[src/rtl/led_blinker.sv]
// Purpose: LED square-wave blinker; two async switches pick one of four fixed blink rates.
// Latency: toggle edge to o_led 1 clock; switch change to new source on o_led 3 clocks.
// Backpressure: none; all generators free-run every clock and the output is always valid.
module led_blinker #(
    parameter int HALF_0 = 125000,
    parameter int HALF_1 = 250000,
    parameter int HALF_2 = 1250000,
    parameter int HALF_3 = 12500000
) (
    input  logic i_clk,
    input  logic i_reset,
    input  logic i_switch_1,
    input  logic i_switch_2,
    output logic o_led
);

    // Half-period lookup by generator index, used to elaborate the four generators.
    function automatic int half_of(input int n);
        case (n)
            0:       half_of = HALF_0;
            1:       half_of = HALF_1;
            2:       half_of = HALF_2;
            default: half_of = HALF_3;
        endcase
    endfunction

    localparam int HALF_MAX_01 = (HALF_0 > HALF_1) ? HALF_0 : HALF_1;
    localparam int HALF_MAX_23 = (HALF_2 > HALF_3) ? HALF_2 : HALF_3;
    localparam int HALF_MAX    = (HALF_MAX_01 > HALF_MAX_23) ? HALF_MAX_01 : HALF_MAX_23;
    // A counter only ever holds 0..HALF-1, so clog2(HALF) bits suffice; keep at least one bit.
    localparam int CNT_W       = (HALF_MAX > 1) ? $clog2(HALF_MAX) : 1;

    logic [3:0] toggle;
    logic [1:0] sync_stage1;
    logic [1:0] sync_stage2;
    logic [1:0] sel;

    // Four independent toggle generators. They never pause or restart on a rate change,
    // so switching rates picks up the target generator at whatever phase it is in.
    for (genvar g = 0; g < 4; g++) begin : gen_rate
        localparam int              HALF = half_of(g);
        localparam logic [CNT_W-1:0] LAST = CNT_W'(HALF - 1);

        logic [CNT_W-1:0] count;
        logic             tog;

        // Count 0..HALF-1, flipping the toggle on the wrap so each phase lasts HALF clocks.
        always_ff @(posedge i_clk) begin
            if (i_reset) begin
                count <= '0;
                tog   <= 1'b0;
            end else if (count == LAST) begin
                count <= '0;
                tog   <= ~tog;
            end else begin
                count <= count + 1'b1;
            end
        end

        assign toggle[g] = tog;
    end

    // Two-flop synchronizer on both switches; no debounce, the LED simply follows bounces.
    always_ff @(posedge i_clk) begin
        if (i_reset) begin
            sync_stage1 <= 2'b00;
            sync_stage2 <= 2'b00;
        end else begin
            sync_stage1 <= {i_switch_1, i_switch_2};
            sync_stage2 <= sync_stage1;
        end
    end

    assign sel = sync_stage2;

    // Registered 4:1 select keeps the pin glitch-free apart from a single cycle at a rate change.
    always_ff @(posedge i_clk) begin
        if (i_reset) begin
            o_led <= 1'b0;
        end else begin
            o_led <= toggle[sel];
        end
    end

endmodule

[config.mk]
export PLATFORM = sky130hd
export DESIGN_NAME = led_blinker
export DESIGN_NICKNAME = d
export VERILOG_FILES = /design/src/rtl/led_blinker.sv
export SDC_FILE = /design/constraint.sdc
export NUM_CORES = 1
export LEC_CHECK = 0
export ABC_CLOCK_PERIOD_IN_PS = 2290
export CAP_MARGIN = 20
export CORE_UTILIZATION = 42
export CTS_BUF_LIST = sky130_fd_sc_hd__clkbuf_2
export DETAILED_ROUTE_END_ITERATION = 8
export GPL_TIMING_DRIVEN = 0
export SLEW_MARGIN = 5
export SYNTH_ARGS = -nofsm -noshare
export SYNTH_HDL_FRONTEND = slang
export SYNTH_SLANG_ARGS = --single-unit
[constraint.sdc]
create_clock -name i_clk -period 2.29 [get_ports i_clk]
set_input_delay 0.687 -clock i_clk [delete_from_list [all_inputs] [get_ports i_clk]]
set_output_delay 0.687 -clock i_clk [all_outputs]
set_load 0.01 [all_outputs]
==> impl_metrics.yaml <==
flow_run:
  drv_cap: 0
layout:
  drive_gt1_share_pct: 5.73
  num_antenna_cells: 0
  nets: 579
  fin_area_um2: 5090
  synthToLayoutAreaGrowth_pct: 6.16
  final.fill_count: 1110
  final_util_pct: 46.3
setup_path:
  cp_max_fo: 1
  max_stage_delay_ps: 520
  crit_chain: "clkdlybuf4s50_1"
  crit_family: "buffers and inverters"
  path_class: "flop to output port"
  cp-start-kind: "flop"
  critPathCaptureType: "output port"
  crit_required_ps: 1600
  crit_path_top_delay_cell: "clkdlybuf4s50_1"
  crit_buf_inv: 1
  cp_data_arrival_time_ps: 1480
timing:
  drv_slew: 0
  fin_crit_sh_pct: 94.5
  worst_pin_slew_ps: 679
  finalSetupViolations: 0
  hold_viol: 0
  clock_skew_ps: 18.9
  slew_headroom_pct: 54.4
  period_minus_slack_ps: 2160
  max_freq_ghz: 0.462
  finalHoldWorstSlack_ps: 450
run_status:
  status: "complete, no violations"
route:
  initialDrtViolationCount: 100
  antenna_left: 0
  vias: 4025
  dr.pass1.iters: 4
  drc: 0
  routed_wl_mm: 9.63
  viasPerCell: 5.62
  wl_per_cell_um: 13.5
synth:
  yosysWarnings: 0
  postSynthAreaPerCell_um2: 8.60
  netlist_area_um2: 4790
  synth_cell_types: 41
  synth_fp_nets: 565
  syn_inst: 557
  synth-seq-cells: 105
  synth-seq-area-share_pct: 43.9
power:
  vdd_ir_drop_max_mv: 0.361
  pwr_density_cell_nw_per_um2: 524
  leakagePower_nw: 1.55
placement:
  numPortBuffers: 3
  hpwl_mm: 6.73
  place_congestion: 0.799
  place_area_um2: 5000
global_routing:
  grt_max_degree: 16
  antenna_found_initial: 0
  grt_pass1_wl_mm: 16.6
  track_usage_pct: 17.6
  gr-total-overflow: 0
  grt_pass1_vias: 3699
clocking:
  post_cts_buffers: 0
  ctsHtreeMaxLevel: 3
  numClockSinks: 105
  clk_path_buf_depth: 2
  cts_buffers: 9
  clock_latency_ps: 580
  cts_tree: "built"
  clk_pin_slew_worst_paths_ps: 260
  cts_root_buffer: "clkbuf_2"
floorplan:
  boundaryPins: 5
  die_width_um: 109
  die_h_um: 109
  die_area_um2: 11800
  core_um2: 11000
  row_count: 38
  start_util_pct: 43.6
worst_hold_path:
  hold_class: "input pin to flop"
## cell families (layout without fill, tap and decap cells)
logic type,Yosys count,in the layout,synth area share (%)
DFF,105,105,43.9
AOI/OAI and AO/OA,89,89,10.4
muxes,2,2,0.705
adders and majority gates,4,4,1.04
xor gates and xnor gates,48,48,8.77
buffers and inverters,34,53,2.82
and+or+nand+nor,275,275,32.4
## registers in the layout (all words and copies together) (netlist names)
register / count
gen_rate.count: 96
gen_rate.tog: 4
sel: 2
sync_stage1: 2
o_led: 1
## through the flow
stage	instances	setup TNS, ps	power [mW]	worst slack, ps
6_report	716	0	2.66	126
4_1_cts	716	0	2.71	55.9
2_1_floorplan	557	0	1.96	468
5_1_grt	716	-13.8	2.78	-13.8
3_3_place_gp	700	0	1.99	79.3
3_5_place_dp	700	0	1.99	39.4
## synth_stat cells
cell / instances / share of area (%)
a21oi_1: 42 / 4.4
and2_1: 8 / 1.0
and3_1: 10 / 1.3
and4_1: 12 / 2.2
buf_1: 1 / 0.078
buf_2: 6 / 0.63
clkbuf_1: 12 / 0.94
dfxtp_1: 105 / 44
ha_1: 4 / 1.0
inv_1: 15 / 1.2
mux2_2: 1 / 0.23
mux4_2: 1 / 0.47
nand2_1: 32 / 2.5
nand2b_1: 1 / 0.13
nand3_1: 36 / 3.8
nand3_2: 1 / 0.21
nand4_1: 22 / 2.9
nand4_4: 1 / 0.44
nand4b_1: 6 / 1.1
nand4bb_1: 1 / 0.23
nor2_1: 64 / 5.0
nor2b_1: 5 / 0.65
nor3_1: 13 / 1.4
nor3b_1: 2 / 0.31
nor4_1: 10 / 1.3
nor4b_1: 4 / 0.73
nor4bb_1: 2 / 0.42
o21a_1: 1 / 0.16
o21ai_0: 26 / 2.7
o21ai_1: 1 / 0.10
o21ba_2: 1 / 0.21
o31ai_1: 17 / 2.7
o41ai_1: 1 / 0.18
or2_2: 1 / 0.13
or3_1: 20 / 2.6
or3_4: 1 / 0.23
or4_1: 20 / 3.1
or4_4: 2 / 0.47
or4b_2: 1 / 0.21
xnor2_1: 26 / 4.8
xor2_1: 22 / 4.0
## layout by cell type, fill, tap and decap left out, types with 9 or more instances in the layout
cell type	Yosys	layout
nand3_1	36	36
and4_1	12	12
nor2_1	64	64
a21oi_1	42	42
o31ai_1	17	16
nor3_1	13	13
inv_1	15	15
nand4_1	22	22
o21ai_0	26	26
clkbuf_2	0	13
nor4_1	10	9
xnor2_1	26	26
clkbuf_1	12	9
and3_1	10	10
xor2_1	22	22
dfxtp_1	105	105
or3_1	20	20
or4_1	20	20
nand2_1	32	32
## report_power, final
group | internal, mW | leakage, nW | switching, mW
clock | 0.130 | 0.0556 | 0.578
sequential | 1.85 | 0.849 | 0.0210
combinational | 0.0293 | 0.648 | 0.0518
## worst paths after layout
path | startpoint | endpoint | slack (ps) | depth (start not counted)
min reg2reg | sync_stage1[1]$_SDFF_PP0_ | sel[1]$_SDFF_PP0_ | 470 | 1
min | i_reset | sync_stage1[0]$_SDFF_PP0_ | 450 | 2
max | o_led$_SDFF_PP0_ | o_led | 130 | 1
max reg2reg | gen_rate[3].count[0]$_SDFF_PP0_ | gen_rate[3].count[22]$_SDFF_PP0_ | 200 | 5
## final cells by class
| cell class | count | area, um2 | share of cell area (%) |
|---|---|---|---|
| inverter | 15 | 56.3 | 1.11 |
| clock inverter | 6 | 25.0 | 0.492 |
| multi-input combinational | 418 | 2570 | 50.4 |
| timing repair buffer | 3 | 30.0 | 0.590 |
| sequential | 105 | 2100 | 41.3 |
| tap | 140 | 175 | 3.44 |
| clock buffer | 10 | 50.0 | 0.984 |
| buffer | 19 | 82.6 | 1.62 |
## metal layers
layer	routed length, um	part of all wire [%]	global-route usage, %
met1	4750	49	23.0
met2	4500	47	28.3
met3	193	2.0	2.75
met4	191	2.0	8.59
met5	0	0	0
## what timing repair did
action,CTS,global route
resized for setup,1,7
cloned,0,0
hold buffers,0,0
endpoints found under the setup margin,5,41
Power figures use the tool's default switching activity.
